## src/rtl/rvfi_check_pkg.sv

```systemverilog
// Shared types and helpers for the RVFI causality checker: FSM state encoding,
// hit-vector sizing, and small bit-counting functions.
package rvfi_check_pkg;

   typedef enum logic [1:0] {
      ST_INIT   = 2'd0,
      ST_WATCH  = 2'd1,
      ST_PASSED = 2'd2,
      ST_FAILED = 2'd3
   } state_t;

   localparam int MAX_NRET = 8;
   localparam int HIT_W    = MAX_NRET;
   localparam int CH_IDX_W = 3;
   localparam int COUNT_W  = 8;
   localparam int POP_W    = 4;

   function automatic logic [POP_W-1:0] popcount_hits(input logic [HIT_W-1:0] v);
      logic [POP_W-1:0] n;
      n = '0;
      for (int i = 0; i < HIT_W; i++) n = n + POP_W'(v[i]);
      return n;
   endfunction

   // Scanning downward leaves the lowest set index as the final assignment.
   function automatic logic [CH_IDX_W-1:0] lowest_index(input logic [HIT_W-1:0] v);
      logic [CH_IDX_W-1:0] idx;
      idx = '0;
      for (int i = HIT_W - 1; i >= 0; i--) if (v[i]) idx = CH_IDX_W'(i);
      return idx;
   endfunction

endpackage

```

## src/rtl/rvfi_causal_hit.sv

```systemverilog
// Per-channel hit detection: a retirement younger than the target that reads
// the target register, or (optionally) loads from the target memory word.
module rvfi_causal_hit #(
   parameter int XLEN      = 32,
   parameter int CHECK_MEM = 0
) (
   input  logic              valid,
   input  logic [63:0]       order,
   input  logic [4:0]        rs1_addr,
   input  logic [4:0]        rs2_addr,
   input  logic [XLEN-3:0]   mem_word,
   input  logic [XLEN/8-1:0] mem_rmask,
   input  logic [63:0]       target_order,
   input  logic [4:0]        target_reg,
   input  logic [XLEN-3:0]   target_word,
   output logic              reg_hit,
   output logic              mem_hit
);

   logic younger;

   assign younger = valid && (order > target_order);
   assign reg_hit = younger && (target_reg != 5'd0) &&
                    ((rs1_addr == target_reg) || (rs2_addr == target_reg));
   assign mem_hit = (CHECK_MEM != 0) && younger && (mem_rmask != '0) &&
                    (mem_word == target_word);

endmodule

```

## src/rtl/rvfi_causal_multi_check.sv

```systemverilog
// Causality checker over NRET RVFI channels: flags any instruction younger than
// the target that consumes the target's result before the target retires.
module rvfi_causal_multi_check
   import rvfi_check_pkg::*;
#(
   parameter int NRET      = 1,
   parameter int XLEN      = 32,
   parameter int CHECK_CH  = 0,
   parameter int CHECK_MEM = 0
) (
   input  logic                     clock,
   input  logic                     resetn,
   input  logic                     check,
   input  logic [NRET-1:0]          rvfi_valid,
   input  logic [64*NRET-1:0]       rvfi_order,
   input  logic [5*NRET-1:0]        rvfi_rs1_addr,
   input  logic [5*NRET-1:0]        rvfi_rs2_addr,
   input  logic [5*NRET-1:0]        rvfi_rd_addr,
   input  logic [XLEN*NRET-1:0]     rvfi_mem_addr,
   input  logic [XLEN/8*NRET-1:0]   rvfi_mem_rmask,
   input  logic [XLEN/8*NRET-1:0]   rvfi_mem_wmask,
   input  logic [63:0]              target_order,
   input  logic [4:0]               target_reg,
   input  logic [XLEN-1:0]          target_addr,
   output logic                     busy,
   output logic                     pass,
   output logic                     fail,
   output logic [CH_IDX_W-1:0]      fail_channel,
   output logic [COUNT_W-1:0]       early_count,
   output state_t                   dbg_state
);

   localparam int MW = XLEN / 8;
   localparam logic [HIT_W-1:0] LOWER_MASK = HIT_W'((1 << CHECK_CH) - 1);

   state_t             state;
   logic [63:0]        lat_order;
   logic [4:0]         lat_reg;
   logic [XLEN-3:0]    lat_word;
   logic               sticky;
   logic [NRET-1:0]    reg_hit, mem_hit;
   logic [HIT_W-1:0]   hit_vec, same_hits;
   logic               qualify;
   logic [COUNT_W:0]   count_sum;
   logic [COUNT_W-1:0] count_next;
   logic               unused_bits;

   for (genvar c = 0; c < NRET; c++) begin : g_hit
      rvfi_causal_hit #(.XLEN(XLEN), .CHECK_MEM(CHECK_MEM)) u_hit (
         .valid        (rvfi_valid[c]),
         .order        (rvfi_order[c*64 +: 64]),
         .rs1_addr     (rvfi_rs1_addr[c*5 +: 5]),
         .rs2_addr     (rvfi_rs2_addr[c*5 +: 5]),
         .mem_word     (rvfi_mem_addr[c*XLEN+2 +: XLEN-2]),
         .mem_rmask    (rvfi_mem_rmask[c*MW +: MW]),
         .target_order (lat_order),
         .target_reg   (lat_reg),
         .target_word  (lat_word),
         .reg_hit      (reg_hit[c]),
         .mem_hit      (mem_hit[c])
      );
   end

   always_comb begin
      hit_vec = '0;
      hit_vec[NRET-1:0] = reg_hit | mem_hit;
   end

   // Only channels older than the checked slot can violate in the retire cycle.
   assign same_hits = hit_vec & LOWER_MASK;

   assign qualify = check && rvfi_valid[CHECK_CH] &&
                    (rvfi_order[CHECK_CH*64 +: 64] == lat_order) &&
                    (((rvfi_rd_addr[CHECK_CH*5 +: 5] == lat_reg) && (lat_reg != 5'd0)) ||
                     ((CHECK_MEM != 0) && (rvfi_mem_wmask[CHECK_CH*MW +: MW] != '0) &&
                      (rvfi_mem_addr[CHECK_CH*XLEN+2 +: XLEN-2] == lat_word)));

   assign count_sum  = {1'b0, early_count} + (COUNT_W+1)'(popcount_hits(hit_vec));
   assign count_next = count_sum[COUNT_W] ? {COUNT_W{1'b1}} : count_sum[COUNT_W-1:0];

   assign busy        = (state == ST_WATCH);
   assign dbg_state   = state;
   assign unused_bits = ^{rvfi_mem_addr, rvfi_mem_wmask, rvfi_rd_addr, target_addr[1:0]};

   always_ff @(posedge clock) begin
      if (!resetn) begin
         state        <= ST_INIT;
         pass         <= 1'b0;
         fail         <= 1'b0;
         fail_channel <= '0;
         early_count  <= '0;
         sticky       <= 1'b0;
         lat_order    <= '0;
         lat_reg      <= '0;
         lat_word     <= '0;
      end else begin
         case (state)
            ST_INIT: begin
               lat_order <= target_order;
               lat_reg   <= target_reg;
               lat_word  <= target_addr[XLEN-1:2];
               state     <= ST_WATCH;
            end
            ST_WATCH: begin
               if (qualify) begin
                  if (sticky || (same_hits != '0)) begin
                     state <= ST_FAILED;
                     fail  <= 1'b1;
                     if (!sticky) fail_channel <= lowest_index(same_hits);
                  end else begin
                     state <= ST_PASSED;
                     pass  <= 1'b1;
                  end
               end else if (hit_vec != '0) begin
                  sticky      <= 1'b1;
                  early_count <= count_next;
                  if (!sticky) fail_channel <= lowest_index(hit_vec);
               end
            end
            default: ;
         endcase
      end
   end

endmodule

```

## config.mk

```make
export PLATFORM = sky130hd
export DESIGN_NAME = rvfi_causal_multi_check
export DESIGN_NICKNAME = d
export VERILOG_FILES = /design/src/rtl/rvfi_check_pkg.sv /design/src/rtl/rvfi_causal_hit.sv /design/src/rtl/rvfi_causal_multi_check.sv
export SDC_FILE = /design/constraint.sdc
export NUM_CORES = 1
export LEC_CHECK = 0
export BUFFER_PORTS_ARGS = -buffer_cell sky130_fd_sc_hd__buf_4
export CORE_MARGIN = 10
export CORE_UTILIZATION = 40
export DETAILED_ROUTE_END_ITERATION = 8
export PLACE_DENSITY_LB_ADDON = 0.2
export SETUP_SLACK_MARGIN = 0.3
export SLEW_MARGIN = 15
export SYNTH_ARGS = -nofsm -noshare
export SYNTH_HDL_FRONTEND = slang
export SYNTH_SLANG_ARGS = --single-unit
```

## constraint.sdc

```tcl
create_clock -name clock -period 4.3 [get_ports clock]
set_input_delay 0.215 -clock clock [delete_from_list [all_inputs] [get_ports clock]]
set_output_delay 0.215 -clock clock [all_outputs]
set_load 0.01 [all_outputs]
```

### After elaboration in Yosys (flattened, before gate mapping)

Index checks and enable logic that the tools add are counted.

| storage, ports and cells | value |
|---|---|
| output and inout bits | 16 |
| bits in registers | 82 |
| word-level logic and storage cells | 36 |
| latch bits | 0 |
| ROM bits | 0 |
| bits in writable memories | 0 |
| memories | 0 |

| operators by class | value |
|---|---|
| reduce and logical (&&, ||, !) cells | 15 |
| multiplexer cells | 4 |
| $add $sub $neg | 1 |
| bitwise logic cells | 2 |
| shifts and indexed selects | 0 |
| equality and inequality tests | 6 |
| multipliers | 0 |
| divide/modulo/power cells | 0 |
| magnitude comparators | 1 |

Operator list:

| operator | number |
|---|---|
| 64-bit equality test | 1 |
| 64-bit > comparator | 1 |
| 5-bit equality test | 3 |
| 8-bit by 1-bit adder with 9-bit output | 1 |
| 3-bit AND reduction | 3 |
| 8-bit two-way mux | 1 |
| 1-bit logical AND | 7 |
| 5-bit nonzero test | 1 |
| 2-bit one-hot mux with 2 select lines | 1 |
| 2-bit by 1-bit equality test with 1-bit output (second input constant) | 1 |
| 2-bit logical NOT | 1 |
| 2-bit two-way mux | 1 |
| 2-bit by 1-bit inequality test with 1-bit output (second input constant) | 1 |
| 1-bit inverter | 2 |
| 2-bit AND reduction | 1 |
| 2-bit nonzero test | 1 |
| 1-bit logical OR | 1 |
| 1-bit two-way mux | 1 |

### Logic depth before layout (Yosys ltp)

Gate-level depths: netlist of run 1.

| depth | value |
|---|---|
| word-level depth | 6 |
| mapped depth | 16 |
| depth with buffers taken out | 16 |

### Modules after synthesis

Synthesis of run 1 repeated with hierarchy kept, for this count alone.

| second synthesis, totals | value |
|---|---|
| cells, all modules | 870 |
| area, all modules | 6670.1 um^2 |

By module, submodules not included:

| module | instances | sequential area each (um^2) | area each (um^2) | cells an instance |
|---|---|---|---|---|
| rvfi_causal_multi_check | 1 | 2242.2 | 4897.2 | 627 |
| rvfi_causal_hit | 1 | 0.0 | 1773.0 | 243 |

### Least setup slack after synthesis of run 1

Ideal clock, no wire load.

| timing | value |
|---|---|
| path type | register -> register |
| start | register lat_order[59] |
| end | register early_count[5] |
| arrival time | 3.076 ns |
| data required time | 4.222 ns |
| clock period less this slack | 3.154 ns |
| setup slack | 1.146 ns |
| cell stages (with the launch flop) | 16 |
| buffers on the path | 0 |
| cell sequence | dfxtp_1 > inv_1 > ha_1 > nand4_1 > nor4_4 > nand4_1 > or4_4 > o211a_1 > nor2_1 > ha_1 > ha_1 > and2_1 > nand3_1 > o21ai_0 > a31oi_1 > nor3_1 |

| on the way | value |
|---|---|
| word-level cells in the longest chain between the ends | 6 |
| elaborated cells on any way between the ends | 11 |

RTL lines:

| element | line | text |
|---|---|---|
| start: declaration | rvfi_causal_multi_check.sv:37 | `logic [63:0] lat_order;` |
| start signal: assignment | rvfi_causal_multi_check.sv:99 | `lat_order <= target_order;` |
| 64-bit > comparator | rvfi_causal_hit.sv:22 | `assign younger = valid && (order > target_order);` |
| 1-bit logical AND | rvfi_causal_hit.sv:22 |  |
| 1-bit logical AND (2 in series) | rvfi_causal_hit.sv:23 | `assign reg_hit = younger && (target_reg != 5'd0) &&` |
| 8-bit by 1-bit adder with 9-bit output | rvfi_causal_multi_check.sv:78 | `assign count_sum = {1'b0, early_count} + (COUNT_W+1)'(popcount_hits(hit_vec));` |
| 8-bit two-way mux | rvfi_causal_multi_check.sv:79 | `assign count_next = count_sum[COUNT_W] ? {COUNT_W{1'b1}} : count_sum[COUNT_W-1:0];` |
| end signal: assignment | rvfi_causal_multi_check.sv:116 | `early_count <= count_next;` |
| end: declaration | rvfi_causal_multi_check.sv:29 | `output logic [COUNT_W-1:0] early_count,` |

Several ways; a longest one is shown, not always the timed one.
A chain may end at the register's enable or synchronous reset.

### Worst setup path in the final report of run 1

| timing | value |
|---|---|
| start | register lat_order[63] |
| end | register early_count[5] |

Same word-level chain as after synthesis.

==> results of run 1 <==
==> through the flow <==
| step | hold slack, ns | util (%) | instance area, um2 |
|---|---|---|---|
| finish | 0.137 | 53.8 | 6430 |
| floorplan | 0.346 | - | 4860 |
| detailed placement | 0.447 | 51.6 | 6170 |
| global placement | 0.442 | 51.6 | 6170 |
| global route | 0.124 | 53.8 | 6430 |
| CTS | 0.123 | 53.8 | 6430 |
==> critical path, stage by stage (launching register included) <==
cell,delay [ns]
dfxtp_1,0.33
inv_1,0.05
ha_1,0.34
nand4_4,0.15
nor4_4,0.39
nand4_1,0.19
or4_4,0.50
o211a_1,0.34
nor2_1,0.13
ha_1,0.19
ha_1,0.21
and2_1,0.24
nand3_1,0.16
o21ai_0,0.11
a31oi_1,0.10
nor3_1,0.18
==> cell usage in the layout, fill, tap and decap left out, types with 3 or more instances in the layout <==
master     Yosys  layout
nand2_1      157     157
buf_4          3     167
dfxtp_1       82      82
nand4_1       17      17
clkbuf_16      0       9
nor2_1        17      16
xor2_1        10      10
xnor2_1        5       5
nor2b_1        4       4
conb_1         1       3
o21ai_0       17      17
or4_1          3       3
a211oi_1       4       4
a21o_1         5       5
nand3_1       13      13
a21oi_1      101     101
nor3_1         7       7
ha_1          66      66
inv_1         66      66
==> power by group <==
group / switching, mW / leakage [nW] / internal, mW / total, mW
registers: 0.0209 / 0.674 / 0.797 / 0.817
clock network: 0.280 / 0.128 / 0.414 / 0.694
logic: 0.173 / 2.10 / 0.186 / 0.359
==> cells by family (layout without fill, tap and decap cells) <==
kind of cell | count (synthesis) | count (layout) | synth area share, %
AOI/OAI and AO/OA | 143 | 143 | 16.7
other | 1 | 3 | 0.0773
and+or+nand+nor | 234 | 234 | 21.7
adders and majority gates | 66 | 66 | 17.0
buffers and inverters | 95 | 247 | 7.90
DFF | 82 | 82 | 33.9
xor gates and xnor gates | 15 | 15 | 2.71
==> how the worst max path moves through the flow <==
stage                  startpoint             end  slack [ns]  depth (start not counted)
floorplan           lat_order[59]  early_count[5]        1.15                         15
global placement    lat_order[59]  early_count[5]        0.61                         15
finish              lat_order[63]  early_count[5]        0.62                         15
global route        lat_order[55]  early_count[5]        0.31                         15
detailed placement  lat_order[59]  early_count[5]        0.54                         15
CTS                 lat_order[59]  early_count[5]        0.51                         15
==> cells in the mapped netlist, drive strengths merged, types with 3 or more instances <==
master / instances / area share (%)
inv: 67 / 5.2
nor3: 7 / 0.72
a21o: 5 / 0.77
a21oi: 101 / 10
or4: 4 / 0.70
ha: 66 / 17
dfxtp: 82 / 34
nor2: 17 / 1.3
nand3: 13 / 1.3
nor4: 3 / 0.70
o211a: 3 / 0.77
clkbuf: 21 / 1.6
nand4: 18 / 2.6
nand2: 157 / 12
xor2: 10 / 1.8
o21ai: 17 / 1.8
buf: 7 / 1.1
xnor2: 5 / 0.90
a211oi: 4 / 0.62
nor2b: 4 / 0.52
==> routing by layer <==
layer	track usage (%)	vias up	part of all wire [%]
met2	25.7	117	47
met3	5.52	7	8.3
met1	18.3	2101	44
met5	0	-	0
li1	-	2443	-
met4	2.65	0	0.59
==> area by class of cell <==
type                    instances  area [um2]
clock buffers                  13         260
repair buffers                167        1250
fillers                      1153        5530
multi-input cells             461        2840
flip-flops and latches         82        1640
inverters                      67         251
well taps                     147         184
==> metrics.md, run 1 <==
| Metric | Value |
|---|---|
| Run status | finished clean |
| WP data required | 4.54 ns |
| Max reg flops | 64 |
| Vias in the first global route | 4,560 |
| Reg-to-reg endpoint | early_count[5] |
| Maximum resistive drop on vdd | 0.209 mV |
| Max cap viols | 0 |
| Worst Hold Depth | 3 |
| Final clock skew | 0.00555 ns |
| Worst r2r path cells | 15 |
| Placed cells | 924 |
| Post-Syn Area | 0.00485 mm2 |
| Initial antenna violation count | 0 |
| Core box area | 0.0120 mm2 |
| Final GP Congestion | 0.850 |
| Sink Count | 82 |
| Layout cell share with drive strength beyond 1 | 23.7% |
| Area Overhead vs Synth | 32.6% |
| Worst-margin pin slew | 0.736 ns |
| Clk slew on worst S/H paths | 0.06 ns |
| Main flop type after synthesis | dfxtp_1 |
| Fin. max-slew vios | 0 |
| Row cnt | 40 |
| Clock insertion delay at the later pin of the skew report | 0.32 ns |
| TritonRoute pass-1 iters | 4 |
| Port bufs | 164 |
| Via/cell ratio | 4.98 |
| First-pass GRT wire length | 21,100 um |
| RR Startpoint | lat_order[63] |
| Mean Syn Cell Area | 7.62 um2 |
| Hold_sp | target_order[19] |
| Full die area | 0.0169 mm2 |
| Pwr Density | 291 mW/mm2 |
| Final Hold Fails | 0 |
| Post-synthesis cell count | 636 |
| H-tree Lvls | 3 |
| Final setup fails | 0 |
| Final WS setup | 0.622 ns |
| CTS buffer count | 9 |
| Synth warn | 0 |
| Post-DR wirelength/cell | 14.1 um |
| Resized Gates After CTS | 0 |
| GRT overflow | 0 |
| Post-synth EDFFs | 0 |
| Setup TNS | 0 ns |
| Rel. slew slack | 51.0% |
| Setup Fix Bufs, Post-CTS | 0 |
| Period utilization | 85.5% |
| Asr flop ratio synth | 0% |
| Worst reg2reg setup slack | 0.62 ns |
| CP Launch Type | flop |
| TritonCTS clock tree | done |
| DRC viols | 0 |
| Vias after detailed routing | 4,668 |
| Critical path fanouts, max | 7 |
| Die height | 130 um |
| Worst slack at placement | 0.541 ns |
| Hold Crit Class | primary input to flop |
| Min Clock Period, post-route | 3.68 ns |
| Drt initial violations | 121 |
| Post-synthesis cell type count | 46 |
| LEAKAGE | 2.90 nW |
| Largest net degree at the start of global routing | 70 |
| Final Net Count | 1,078 |
| Starting Density | 40.5% |
| WP data arrival | 3.92 ns |
| Final wirelength | 13,200 um |
| GRT Util Overall | 15.2% |
| RSZ-0062 raised after global routing | no |
| Dpl hpwl | 10,500 um |
| Fmax achieved | 272 MHz |
| Count of hold buffers inserted by post-cts repair | 0 |
| Yosys reg bits | 82 |
| Post-synthesis sequential area ratio | 33.9% |
| CTS root buf | clkbuf_16 |
| Max Root-Sink Buffers | 2 |
| Total power draw | 1.87 mW |
| Min-Delay Endpoint | lat_order[19] |
| Setup CP Type | flop to flop |
| Post-route insts no fill | 937 |
| Io pins | 240 |
| Post-route ant nets | 0 |
| Die Width | 130 um |
| ANT cells | 0 |
| Crit path capture type | flop |
Note: power is estimated with default switching activity, not from simulation.
==> run 2: changes to the inputs <==
--- a/config.mk
+++ b/config.mk
@@ -7,7 +7,7 @@
 export LEC_CHECK = 0
 export BUFFER_PORTS_ARGS = -buffer_cell sky130_fd_sc_hd__buf_4
 export CORE_MARGIN = 10
-export CORE_UTILIZATION = 40
+export CORE_UTILIZATION = 47
 export DETAILED_ROUTE_END_ITERATION = 8
 export PLACE_DENSITY_LB_ADDON = 0.2
 export SETUP_SLACK_MARGIN = 0.3
==> metrics.md, run 2 (synthesis gave the netlist of run 1 again) <==
| Metric | Value |
|---|---|
| Run status | finished clean |
| Max cap viols | 0 |
| TritonCTS clock tree | done |
| Power share of the sequential group | 47.6% |
| Cell breakdown of the critical path | inv_1, ha_1, nand4_4, nor4_4, nand4_1, or4_4, o211a_1, nor2_1, ha_1, ha_1, and2_2, nand3_1, o21ai_0, a31oi_1, nor3_1 |
| Final GP Congestion | 0.851 |
| Drt initial violations | 179 |
| Multi-input gate area | 0.00285 mm2 |
| Final wirelength | 13,700 um |
| CTS root buf | clkbuf_8 |
| Psw | 0.475 mW |
| Setup CP Type | flop to flop |
| Fin. max-slew vios | 0 |
| CP bufs+invs | 1 |
| Port bufs | 164 |
| Full die area | 0.0148 mm2 |
| ANT cells | 0 |
| Min Clock Period, post-route | 3.67 ns |
| Period utilization | 85.5% |
| Critical path fanouts, max | 7 |
| Io pins | 240 |
| Int Pwr | 1.24 mW |
| Die height | 122 um |
| Dpl hpwl | 11,000 um |
| RSZ-0062 raised after global routing | no |
| Starting Density | 47.6% |
| Most frequent CP cell | ha_1 |
| Die Width | 122 um |
| Final Net Count | 1,079 |
| Worst slack at placement | 0.555 ns |
| Max Root-Sink Buffers | 2 |
| Placed cells | 913 |
| Crit path capture type | flop |
| Post-route ant nets | 0 |
| Sequential cell area | 0.00164 mm2 |
| H-tree Lvls | 3 |
| First-pass GRT wire length | 21,400 um |
| Post-DR wirelength/cell | 14.7 um |
| Critical Path Slowest Stage Cell | or4_4 |
| Layout cell share with drive strength beyond 1 | 24.4% |
| Area Overhead vs Synth | 31.2% |
| Via/cell ratio | 5.10 |
| Final Hold Fails | 0 |
| Commonest cells after routing, fill and taps aside | buf_4 (168), nand2_1 (157), a21oi_1 (101) |
| Worst-margin pin slew | 0.825 ns |
| Final setup fails | 0 |
| Hold Crit Class | primary input to flop |
| Max reg flops | 64 |
| TritonRoute pass-1 iters | 5 |
| Count of hold buffers inserted by post-cts repair | 0 |
| Rel. slew slack | 45.0% |
| Delay-heaviest family, CP | simple AND/OR/NAND/NOR gates |
| Sink Count | 82 |
| Post-route insts no fill | 930 |
| CP Launch Type | flop |
| Clk slew on worst S/H paths | 0.08 ns |
| WP data arrival | 3.94 ns |
| FILL cells | 945 |
| GRT overflow | 0 |
| Initial antenna violation count | 0 |
| WP data required | 4.57 ns |
| Vias after detailed routing | 4,747 |
| Combinational group share of total power | 21.2% |
| Clk pwr share | 31.2% |
| Switching share of power | 27.7% |
| Fmax achieved | 272 MHz |
| Setup TNS | 0 ns |
| Commonest non-fill, non-tap cell in the layout | buf_4 |
| Maximum resistive drop on vdd | 0.180 mV |
| GRT Util Overall | 17.8% |
| CP max stage delay | 0.50 ns |
| DRC viols | 0 |
| Pwr Density | 270 mW/mm2 |
| Row cnt | 37 |
| CTS buffer count | 9 |
| LEAKAGE | 2.87 nW |
| Vias in the first global route | 4,601 |
| Core box area | 0.0102 mm2 |
| Clock insertion delay at the later pin of the skew report | 0.35 ns |
| Final WS setup | 0.625 ns |
| Worst hold slack | 0.102 ns |
| Final clock skew | 0.0126 ns |
| Largest net degree at the start of global routing | 78 |
## run 2: layout make-up
class | count | share of cell area [%]
multi-input combinational | 461 | 44.7
sequential | 82 | 25.8
timing repair buffer | 168 | 19.8
inverter | 67 | 3.95
tap | 136 | 2.68
clock buffer | 13 | 2.66
clock inverter | 3 | 0.334
## run 2: per-layer routing
metal,up-vias,wire length [um],global-route usage [%]
li1,2446,-,-
met1,2154,5810,20.6
met2,123,6890,31.1
met3,24,726,4.26
met4,0,268,6.86
met5,-,0,0
## run 2: path summary, 6_finish.rpt
kind                         from        endpoint  slack, ns  depth (start not counted)
hold reg to reg     lat_order[45]   lat_order[45]       0.46                          2
hold / removal    target_order[6]    lat_order[6]       0.10                          3
setup / recovery    lat_order[63]  early_count[5]       0.63                         15
setup reg to reg    lat_order[63]  early_count[5]       0.63                         15
## run 2: what timing repair did
item                                    in CTS  in global routing
gates resized for setup                      0                  2
endpoints found under the setup margin       0                  1
buffers inserted                             0                  1
## run 2: tightest hold or removal path, delay by kind of cell
| family | cells | cell delay [ns] |
|---|---|---|
| buf+inv | 1 | 0.11 |
| simple gates | 1 | 0.04 |
| compound gates | 1 | 0.05 |
## run 2: power by group through the flow
stage | registers [mW] | logic [mW] | clock network (mW)
after floorplan | 0.829 | 0.204 | 0
after global placement | 0.833 | 0.350 | 0
after detailed placement | 0.835 | 0.365 | 0
after CTS | 0.817 | 0.366 | 0.555
after global routing | 0.822 | 0.412 | 0.585
final | 0.817 | 0.363 | 0.535
## run 2: metrics by stage
stage / util, % / area, um2 / power (mW)
6_report: 62.4 / 6360 / 1.72
5_1_grt: 62.4 / 6360 / 1.82
4_1_cts: 62.3 / 6350 / 1.74
3_5_place_dp: 60.4 / 6160 / 1.20
3_3_place_gp: 60.4 / 6160 / 1.18
2_1_floorplan: - / 4860 / 1.03
==> run 3: changes to the inputs <==
--- a/config.mk
+++ b/config.mk
@@ -6,6 +6,8 @@
 export NUM_CORES = 1
 export LEC_CHECK = 0
 export BUFFER_PORTS_ARGS = -buffer_cell sky130_fd_sc_hd__buf_4
+export CAP_MARGIN = 20
+export CORE_ASPECT_RATIO = 1.75
 export CORE_MARGIN = 10
 export CORE_UTILIZATION = 47
 export DETAILED_ROUTE_END_ITERATION = 8
==> metrics.md, run 3 (synthesis gave the netlist of run 1 again) <==
| Metric | Value |
|---|---|
| CP max stage delay | 0.51 ns |
| GRT Util Overall | 17.9% |
| Core box area | 0.0102 mm2 |
| CP Launch Type | flop |
| Die Width | 96.8 um |
| Run status | finished clean |
| Vias after detailed routing | 4,765 |
| Period utilization | 86.4% |
| CTS buffer count | 9 |
| Area Overhead vs Synth | 32.2% |
| Max reg flops | 64 |
| H-tree Lvls | 3 |
| Critical path fanouts, max | 7 |
| Final Hold Fails | 0 |
| TritonCTS clock tree | done |
| Port bufs | 164 |
| Post-route ant nets | 0 |
| Final clock skew | 0.00797 ns |
| Min Clock Period, post-route | 3.72 ns |
| Multi-input gate area | 0.00284 mm2 |
| Worst hold slack | 0.136 ns |
| Largest net degree at the start of global routing | 70 |
| Initial antenna violation count | 0 |
| Setup TNS | 0 ns |
| Full die area | 0.0149 mm2 |
| Worst-margin pin slew | 0.728 ns |
| Final Net Count | 1,078 |
| Switching share of power | 25.7% |
| Psw | 0.478 mW |
| Commonest non-fill, non-tap cell in the layout | buf_4 |
| Drt initial violations | 170 |
| Sequential cell area | 0.00164 mm2 |
| Commonest cells after routing, fill and taps aside | buf_4 (167), nand2_1 (157), a21oi_1 (101) |
| Row cnt | 49 |
| Rel. slew slack | 51.5% |
| Count of hold buffers inserted by post-cts repair | 0 |
| LEAKAGE | 2.90 nW |
| Max Root-Sink Buffers | 2 |
| Sink Count | 82 |
| Cell breakdown of the critical path | inv_1, ha_1, nand4_4, nor4_4, nand4_1, or4_4, o211a_2, nor2_1, ha_1, ha_2, and2_2, nand3_1, o21ai_0, a31oi_1, nor3_1 |
| Crit path capture type | flop |
| Resized Gates After CTS | 0 |
| Finished Cell Area | 0.00641 mm2 |
| Layout cell share with drive strength beyond 1 | 24.4% |
| Vias in the first global route | 4,944 |
| Post-DR wirelength/cell | 15.0 um |
| GRT overflow | 0 |
| Final GP Congestion | 0.852 |
| TritonRoute pass-1 iters | 4 |
| Dpl hpwl | 11,100 um |
| Fin. max-slew vios | 0 |
| Power share of the sequential group | 44.0% |
| DRC viols | 0 |
| Die height | 154 um |
| RSZ-0062 raised after global routing | no |
| WP data required | 4.53 ns |
| Final core utilization | 63.0% |
| CTS root buf | clkbuf_16 |
| Setup CP Type | flop to flop |
| Maximum resistive drop on vdd | 0.287 mV |
| Io pins | 240 |
| Most frequent CP cell | ha_1 |
| First-pass GRT wire length | 22,600 um |
| Final setup fails | 0 |
| Fmax achieved | 269 MHz |
| ANT cells | 0 |
| Combinational group share of total power | 19.5% |
| Setup Fix Bufs, Post-CTS | 0 |
| Starting Density | 47.6% |
| FILL cells | 946 |
| Critical Path Slowest Stage Cell | or4_4 |
| Clk slew on worst S/H paths | 0.06 ns |
| Max cap viols | 0 |
| Int Pwr | 1.38 mW |
| DP Area | 0.00614 mm2 |
| WP data arrival | 3.95 ns |
| Worst slack at placement | 0.508 ns |
| Pwr Density | 290 mW/mm2 |
| Clk pwr share | 36.5% |
| Hold Crit Class | primary input to flop |
| Final WS setup | 0.584 ns |
| Via/cell ratio | 5.19 |
| Final wirelength | 13,800 um |
| Clock insertion delay at the later pin of the skew report | 0.32 ns |
## run 3: critical path, delay by kind of cell, from the launching register on
kind,cells,cell delay [ns]
flops,1,0.33
fa+ha+maj,3,0.75
buf+inv,1,0.05
compound gates,3,0.54
simple gates,8,1.95
## run 3: final timing paths
path,slack (ns),startpoint,cells past startpoint,to
setup / recovery,0.58,lat_order[63],15,early_count[5]
hold / removal,0.14,target_order[25],3,lat_order[25]
setup reg to reg,0.58,lat_order[63],15,early_count[5]
hold reg to reg,0.45,lat_order[25],2,lat_order[25]
## run 3: per-layer routing
metal  GRT usage (%)  share of wire, %  routed length (um)  up-vias
li1                -                 -                   -     2438
met1            18.8                39                5420     2147
met2            32.2                52                7170      152
met3            4.86               5.3                 736       28
met4            8.12               3.2                 447        0
met5               0                 0                   0        -
## run 3: power by group through the flow
stage	logic, mW	registers [mW]	clock network (mW)
CTS	0.367	0.818	0.700
finish	0.362	0.818	0.678
global route	0.414	0.822	0.731
detailed placement	0.364	0.835	0
floorplan	0.204	0.829	0
global placement	0.348	0.833	0
## run 3: cell type report
cell class | count | share of cell area, %
multi-input cells | 461 | 44.4
flip-flops and latches | 82 | 25.6
repair buffers | 167 | 19.6
inverters | 67 | 3.93
clock buffers | 10 | 3.73
well taps | 127 | 2.48
clock inverters | 4 | 0.312
## run 3: stage by stage
step,instances,power [mW]
floorplan,638,1.03
global placement,904,1.18
detailed placement,904,1.20
CTS,918,1.88
global route,918,1.97
finish,918,1.86
